File: config.mk
export PLATFORM = sky130hd
export DESIGN_NAME = switch_table_loader
export DESIGN_NICKNAME = d
export VERILOG_FILES = /design/src/rtl/switch_pkg.sv /design/src/rtl/switch_table_loader.sv
export SDC_FILE = /design/constraint.sdc
export NUM_CORES = 1
export LEC_CHECK = 0
export ABC_AREA = 1
export BUFFER_PORTS_ARGS = -buffer_cell sky130_fd_sc_hd__buf_2
export CORE_UTILIZATION = 40
export DETAILED_ROUTE_END_ITERATION = 8
export PLACE_DENSITY = 0.72
export SLEW_MARGIN = 20
export SYNTH_ARGS = -nofsm -noshare
export SYNTH_HDL_FRONTEND = slang
export SYNTH_SLANG_ARGS = --single-unit
File: constraint.sdc
create_clock -name clk -period 4.7 [get_ports clk]
set_clock_uncertainty 0.1 [all_clocks]
set_input_delay 0.705 -clock clk [delete_from_list [all_inputs] [get_ports clk]]
set_output_delay 0.705 -clock clk [all_outputs]
set_load 0.02 [all_outputs]
File: src/rtl/switch_pkg.sv
// Shared types and helpers for the switch jump-table loader.
package switch_pkg;

    typedef enum logic [1:0] {
        ACCEPT = 2'd0,
        UNPACK = 2'd1,
        DONE   = 2'd2
    } loader_state_t;

    function automatic int lanes(input int in_w, input int adr_w);
        return in_w / adr_w;
    endfunction

endpackage

File: src/rtl/switch_table_loader.sv
// Unpacks wide input beats into one table entry per clock for the switch jump-table
// write port, counting entries up to the table depth and flagging completion/overflow.
module switch_table_loader
    import switch_pkg::*;
#(
    parameter int ADR_BUS_WIDTH    = 8,
    parameter int IN_WIDTH         = 32,
    parameter int SWITCH_MEM_WORDS = 256,
    localparam int LANES           = lanes(IN_WIDTH, ADR_BUS_WIDTH),
    localparam int CW              = $clog2(SWITCH_MEM_WORDS + 1)
) (
    input  logic                     clk,
    input  logic                     rst,
    input  logic                     start,
    input  logic [IN_WIDTH-1:0]      s_tdata,
    input  logic                     s_tvalid,
    input  logic                     s_tlast,
    output logic                     s_tready,
    output logic [ADR_BUS_WIDTH-1:0] switch_tdata,
    output logic                     switch_tvalid,
    output logic [CW-1:0]            word_count,
    output logic                     load_done,
    output logic                     load_overflow
);

    localparam int LW = (LANES > 1) ? $clog2(LANES) : 1;
    localparam logic [LW-1:0] LANE_LAST = LW'(LANES - 1);
    localparam logic [CW-1:0] COUNT_LAST = CW'(SWITCH_MEM_WORDS - 1);
    localparam logic [CW-1:0] COUNT_MAX  = CW'(SWITCH_MEM_WORDS);

    if (((IN_WIDTH % ADR_BUS_WIDTH) != 0) || (LANES < 1)) begin : g_param_chk
        $error("switch_table_loader: IN_WIDTH must be a non-zero multiple of ADR_BUS_WIDTH");
    end

    loader_state_t              state_r, state_nxt_s;
    logic [IN_WIDTH-1:0]        hold_r, hold_nxt_s;
    logic                       hold_last_r, hold_last_nxt_s;
    logic [LW-1:0]              lane_r, lane_nxt_s;
    logic [ADR_BUS_WIDTH-1:0]   tdata_nxt_s, lane_data_s;
    logic                       tvalid_nxt_s;
    logic [CW-1:0]              count_nxt_s;
    logic                       done_nxt_s, ovf_nxt_s;
    logic                       beat_s, lane_is_last_s;

    assign lane_is_last_s = (lane_r == LANE_LAST);
    assign lane_data_s    = hold_r[ADR_BUS_WIDTH*int'(lane_r) +: ADR_BUS_WIDTH];
    // Ready only when no lanes of a held beat remain pending after this cycle
    assign s_tready       = (state_r != UNPACK) || lane_is_last_s;
    assign beat_s         = s_tvalid && s_tready;

    // Next-state, lane sequencing, counters and flags
    always_comb begin
        state_nxt_s     = state_r;
        hold_nxt_s      = hold_r;
        hold_last_nxt_s = hold_last_r;
        lane_nxt_s      = lane_r;
        tdata_nxt_s     = {ADR_BUS_WIDTH{1'b0}};
        tvalid_nxt_s    = 1'b0;
        count_nxt_s     = word_count;
        done_nxt_s      = load_done;
        ovf_nxt_s       = load_overflow;
        if (start) begin
            state_nxt_s     = ACCEPT;
            hold_nxt_s      = {IN_WIDTH{1'b0}};
            hold_last_nxt_s = 1'b0;
            lane_nxt_s      = {LW{1'b0}};
            count_nxt_s     = {CW{1'b0}};
            done_nxt_s      = 1'b0;
            ovf_nxt_s       = 1'b0;
        end else begin
            case (state_r)
                ACCEPT: begin
                    if (beat_s) begin
                        hold_nxt_s      = s_tdata;
                        hold_last_nxt_s = s_tlast;
                        lane_nxt_s      = {LW{1'b0}};
                        state_nxt_s     = UNPACK;
                    end else begin
                        state_nxt_s     = ACCEPT;
                    end
                end
                UNPACK: begin
                    tvalid_nxt_s = 1'b1;
                    tdata_nxt_s  = lane_data_s;
                    if (word_count < COUNT_MAX) begin
                        count_nxt_s = word_count + {{(CW-1){1'b0}}, 1'b1};
                    end else begin
                        count_nxt_s = word_count;
                    end
                    if (word_count == COUNT_LAST) begin
                        // Table full: anything not yet emitted or not closed by tlast is lost
                        state_nxt_s = DONE;
                        done_nxt_s  = 1'b1;
                        if (!lane_is_last_s || !hold_last_r || beat_s) begin
                            ovf_nxt_s = 1'b1;
                        end else begin
                            ovf_nxt_s = load_overflow;
                        end
                    end else if (lane_is_last_s) begin
                        if (hold_last_r) begin
                            state_nxt_s = DONE;
                            done_nxt_s  = 1'b1;
                            if (beat_s) begin
                                ovf_nxt_s = 1'b1;
                            end else begin
                                ovf_nxt_s = load_overflow;
                            end
                        end else if (beat_s) begin
                            hold_nxt_s      = s_tdata;
                            hold_last_nxt_s = s_tlast;
                            lane_nxt_s      = {LW{1'b0}};
                        end else begin
                            state_nxt_s     = ACCEPT;
                        end
                    end else begin
                        lane_nxt_s = lane_r + {{(LW-1){1'b0}}, 1'b1};
                    end
                end
                DONE: begin
                    if (beat_s) begin
                        ovf_nxt_s = 1'b1;
                    end else begin
                        ovf_nxt_s = load_overflow;
                    end
                end
                default: begin
                    state_nxt_s = ACCEPT;
                end
            endcase
        end
    end

    // State and registered outputs
    always_ff @(posedge clk or posedge rst) begin
        if (rst) begin
            state_r       <= ACCEPT;
            hold_r        <= {IN_WIDTH{1'b0}};
            hold_last_r   <= 1'b0;
            lane_r        <= {LW{1'b0}};
            switch_tdata  <= {ADR_BUS_WIDTH{1'b0}};
            switch_tvalid <= 1'b0;
            word_count    <= {CW{1'b0}};
            load_done     <= 1'b0;
            load_overflow <= 1'b0;
        end else begin
            state_r       <= state_nxt_s;
            hold_r        <= hold_nxt_s;
            hold_last_r   <= hold_last_nxt_s;
            lane_r        <= lane_nxt_s;
            switch_tdata  <= tdata_nxt_s;
            switch_tvalid <= tvalid_nxt_s;
            word_count    <= count_nxt_s;
            load_done     <= done_nxt_s;
            load_overflow <= ovf_nxt_s;
        end
    end

endmodule

==> results.json <==
{
  "routed_wire_length_per_instance_um": 11.68,
  "final_common_cell": "sky130_fd_sc_hd__nand2_1",
  "clk_pin_slew_worst_paths_ns": 0.06,
  "synthCells": 441,
  "drv_slew": 0,
  "grt_max_degree": 58,
  "synth-simple-area-share_pct": 28.68,
  "die_w_um": 89.69,
  "critPathMaxFanout": 33,
  "core.rowCount": 31,
  "routed_wl_mm": 7.006,
  "die_area_um2": 8043,
  "drtPass1Iterations": 5,
  "ys_ff_latch": 57,
  "critical_path_cell_with_the_highest_stage_delay": "sky130_fd_sc_hd__nor2_2",
  "global_route.overflow_total": 0,
  "max_cap_violations": 0,
  "maxSlewHeadroom_pct": 49.84,
  "worst_hold_path_type": "flop to flop",
  "via_per_inst": 4.823,
  "power_per_cell_area_nw_per_um2": 473.6,
  "layout.cells.most_common_list": "112 x sky130_fd_sc_hd__nand2_1, 87 x sky130_fd_sc_hd__nor2_1, 57 x sky130_fd_sc_hd__dfrtp_1, 57 x sky130_fd_sc_hd__buf_2, 52 x sky130_fd_sc_hd__inv_1",
  "synth.avg_cell_area_um2": 6.974,
  "port-buffer-count": 57,
  "critical_path.most_common_cell": "sky130_fd_sc_hd__nand2_1",
  "worst_setup_path_start_kind": "flop",
  "flow.area_growth_from_synthesis_pct": 17.29,
  "initial_core_util_pct": 41.95,
  "post_synth_instance_area_um2": 3075,
  "final_nets": 537,
  "htree_num_levels": 3,
  "post_placement_cell_area_um2": 3432,
  "critical_path.cell_chain": "ha_1 -> nand2_1 -> inv_1 -> nand2_1 -> nor3_1 -> ha_1 -> inv_1 -> nand2_1 -> nand3_1 -> nand3_2 -> buf_4 -> nor2_2 -> buf_4 -> nand2_1 -> nand2_1",
  "detail-route-antenna-nets": 0,
  "cts_num_sinks": 57,
  "antenna_found_initial": 0,
  "post-route-drc-count": 0,
  "cts_root_buf": "sky130_fd_sc_hd__clkbuf_8",
  "track_usage_pct": 19.78,
  "synth-warning-count": 0,
  "final.fill_count": 750,
  "final_hold_viol_count": 0,
  "yosys.area_share.xor_xnor_pct": 0,
  "slowest_stage_delay_on_critical_path_ns": 0.61,
  "netlist-cell-type-count": 22,
  "rsz0062_at_grt": "no",
  "tritoncts.num_buffers": 9,
  "status": "finished clean",
  "final_layout_size_suffix_gt1_share_pct": 17.56,
  "ctsResizeCount": 0,
  "setup_viol": 0,
  "route.vias.total": 2894,
  "worstPathRequired_ns": 4.88,
  "ir_drop_v": 0.0001908,
  "synth-seq-area-share_pct": 46.38,
  "die_h_um": 89.69,
  "stdcell_area_um2": 3607,
  "dpl.hpwl_mm": 4.879,
  "total_leakage_power_nw": 2.036,
  "setup_tns_final_ns": 0,
  "layout_worst_path_cycle_share_pct": 62.86,
  "cp-end-kind": "flop",
  "num_antenna_cells": 0,
  "cts_tree": "built",
  "syn_nets": 482,
  "i_o_pin_total": 58,
  "tightestPinTransition_ns": 0.7516,
  "cts.repair_timing.setup_buffer_count": 0,
  "period_needed_ns": 2.955,
  "post_synth_fa_ha_maj_area_fraction_pct": 1.627,
  "post_cts_hold_buffer_count": 0,
  "grt_first_pass_wirelength_mm": 12.06,
  "insertion_delay_ns": 0.34,
  "maxClockFrequency_mhz": 338.5,
  "drtIter0Drc": 116,
  "clk_path_buf_depth": 2,
  "core_region_area_um2": 7331,
  "synth-compound-area-share_pct": 13.06,
  "arrival_ns": 3.13,
  "dominant_combinational_cell_family_by_area_after_synthesis": "simple AND/OR/NAND/NOR gates",
  "synthMuxAreaShare_pct": 0,
  "place.gp.congestion": 0.8370,
  "path_class": "flop to flop",
  "vias_in_the_first_global_route": 2770
}
critical path, delay by kind of cell (launching register included):
| kind | cells | cell delay, ns |
|---|---|---|
| fa+ha+maj | 2 | 0.47 |
| buf+inv | 4 | 0.68 |
| flops | 1 | 0.41 |
| simple gates | 9 | 1.23 |
metrics by stage:
step                power, mW  hold WS [ns]  std cells  util [%]  worst slack (ns)
floorplan               1.153        0.3433        441         -             2.495
global placement        1.298        0.3591        584     46.82             1.738
detailed placement      1.314        0.3710        584     46.82             1.629
CTS                     1.722        0.3847        600     49.21             1.760
global route            1.852        0.3996        600     49.21             1.513
finish                  1.708        0.3812        600     49.21             1.745
per-layer routing:
| layer | GRT usage, % | vias up | wire, µm |
|---|---|---|---|
| li1 | - | 1477 | - |
| met1 | 21.77 | 1340 | 2957 |
| met2 | 36.64 | 69 | 3629 |
| met3 | 5.667 | 8 | 343 |
| met4 | 6.205 | 0 | 76 |
| met5 | 0 | - | 0 |
layout make-up:
class,instances,area [µm²],area share (%)
clock buffers,14,162.7,4.509
well taps,99,123.9,3.434
inverters,60,225.2,6.243
flip-flops and latches,57,1426,39.54
clock inverters,2,12.51,0.3469
multi-input cells,306,1334,36.98
repair buffers,62,322.8,8.949
cells by family (layout without fill, tap and decap cells):
logic type | count (synthesis) | count (layout)
AO/OA/AOI/OAI | 79 | 79
adder cells (fa/ha/maj) | 4 | 4
buffers and inverters | 78 | 138
flip-flops | 57 | 57
AND/OR/NAND/NOR | 223 | 223
state kept, by name, summed over array words and instances (netlist names):
signal and count:
hold_last_r 1, hold_r 32, lane_r 2, load_done 1
load_overflow 1, state_r 2, switch_tdata 8, switch_tvalid 1
word_count 9
worst paths after layout:
kind | endpoint | startpoint | slack, ns | cells after the start
max | hold_r[22] | word_count[0] | 1.75 | 15
min | hold_r[9] | hold_r[9] | 0.38 | 2
max reg2reg | hold_r[22] | word_count[0] | 1.75 | 15
min reg2reg | hold_r[9] | hold_r[9] | 0.38 | 2
max in group asynchronous | hold_last_r | rst | 3.57 | 3
min in group asynchronous | word_count[3] | rst | 0.46 | 3
synthesized netlist by cell type:
cell type | number | share of area (%)
sky130_fd_sc_hd__buf_4 | 3 | 0.73
sky130_fd_sc_hd__clkinv_1 | 1 | 0.12
sky130_fd_sc_hd__ha_1 | 4 | 1.6
sky130_fd_sc_hd__o21ai_0 | 46 | 7.5
sky130_fd_sc_hd__a21oi_1 | 18 | 2.9
sky130_fd_sc_hd__nor2_1 | 87 | 11
sky130_fd_sc_hd__nand3_1 | 16 | 2.6
sky130_fd_sc_hd__inv_2 | 6 | 0.73
sky130_fd_sc_hd__nand4_1 | 1 | 0.20
sky130_fd_sc_hd__dfrtp_1 | 57 | 46
sky130_fd_sc_hd__nand3_2 | 2 | 0.65
sky130_fd_sc_hd__a21oi_2 | 1 | 0.28
sky130_fd_sc_hd__inv_1 | 53 | 6.5
sky130_fd_sc_hd__nand2_2 | 1 | 0.20
sky130_fd_sc_hd__nand2_1 | 112 | 14
sky130_fd_sc_hd__nor3_1 | 2 | 0.33
sky130_fd_sc_hd__o21ai_1 | 13 | 2.1
sky130_fd_sc_hd__buf_1 | 1 | 0.12
sky130_fd_sc_hd__o211ai_1 | 1 | 0.24
sky130_fd_sc_hd__clkbuf_1 | 5 | 0.61
sky130_fd_sc_hd__nor2_2 | 2 | 0.41
sky130_fd_sc_hd__buf_2 | 9 | 1.5
power breakdown:
part	total, mW	switching (mW)	internal (mW)	leakage, nW
combinational	0.582	0.392	0.190	1.19
sequential	0.722	0.101	0.622	0.756
clock	0.404	0.184	0.220	0.0867
Note: power is estimated with default switching activity, not from simulation.
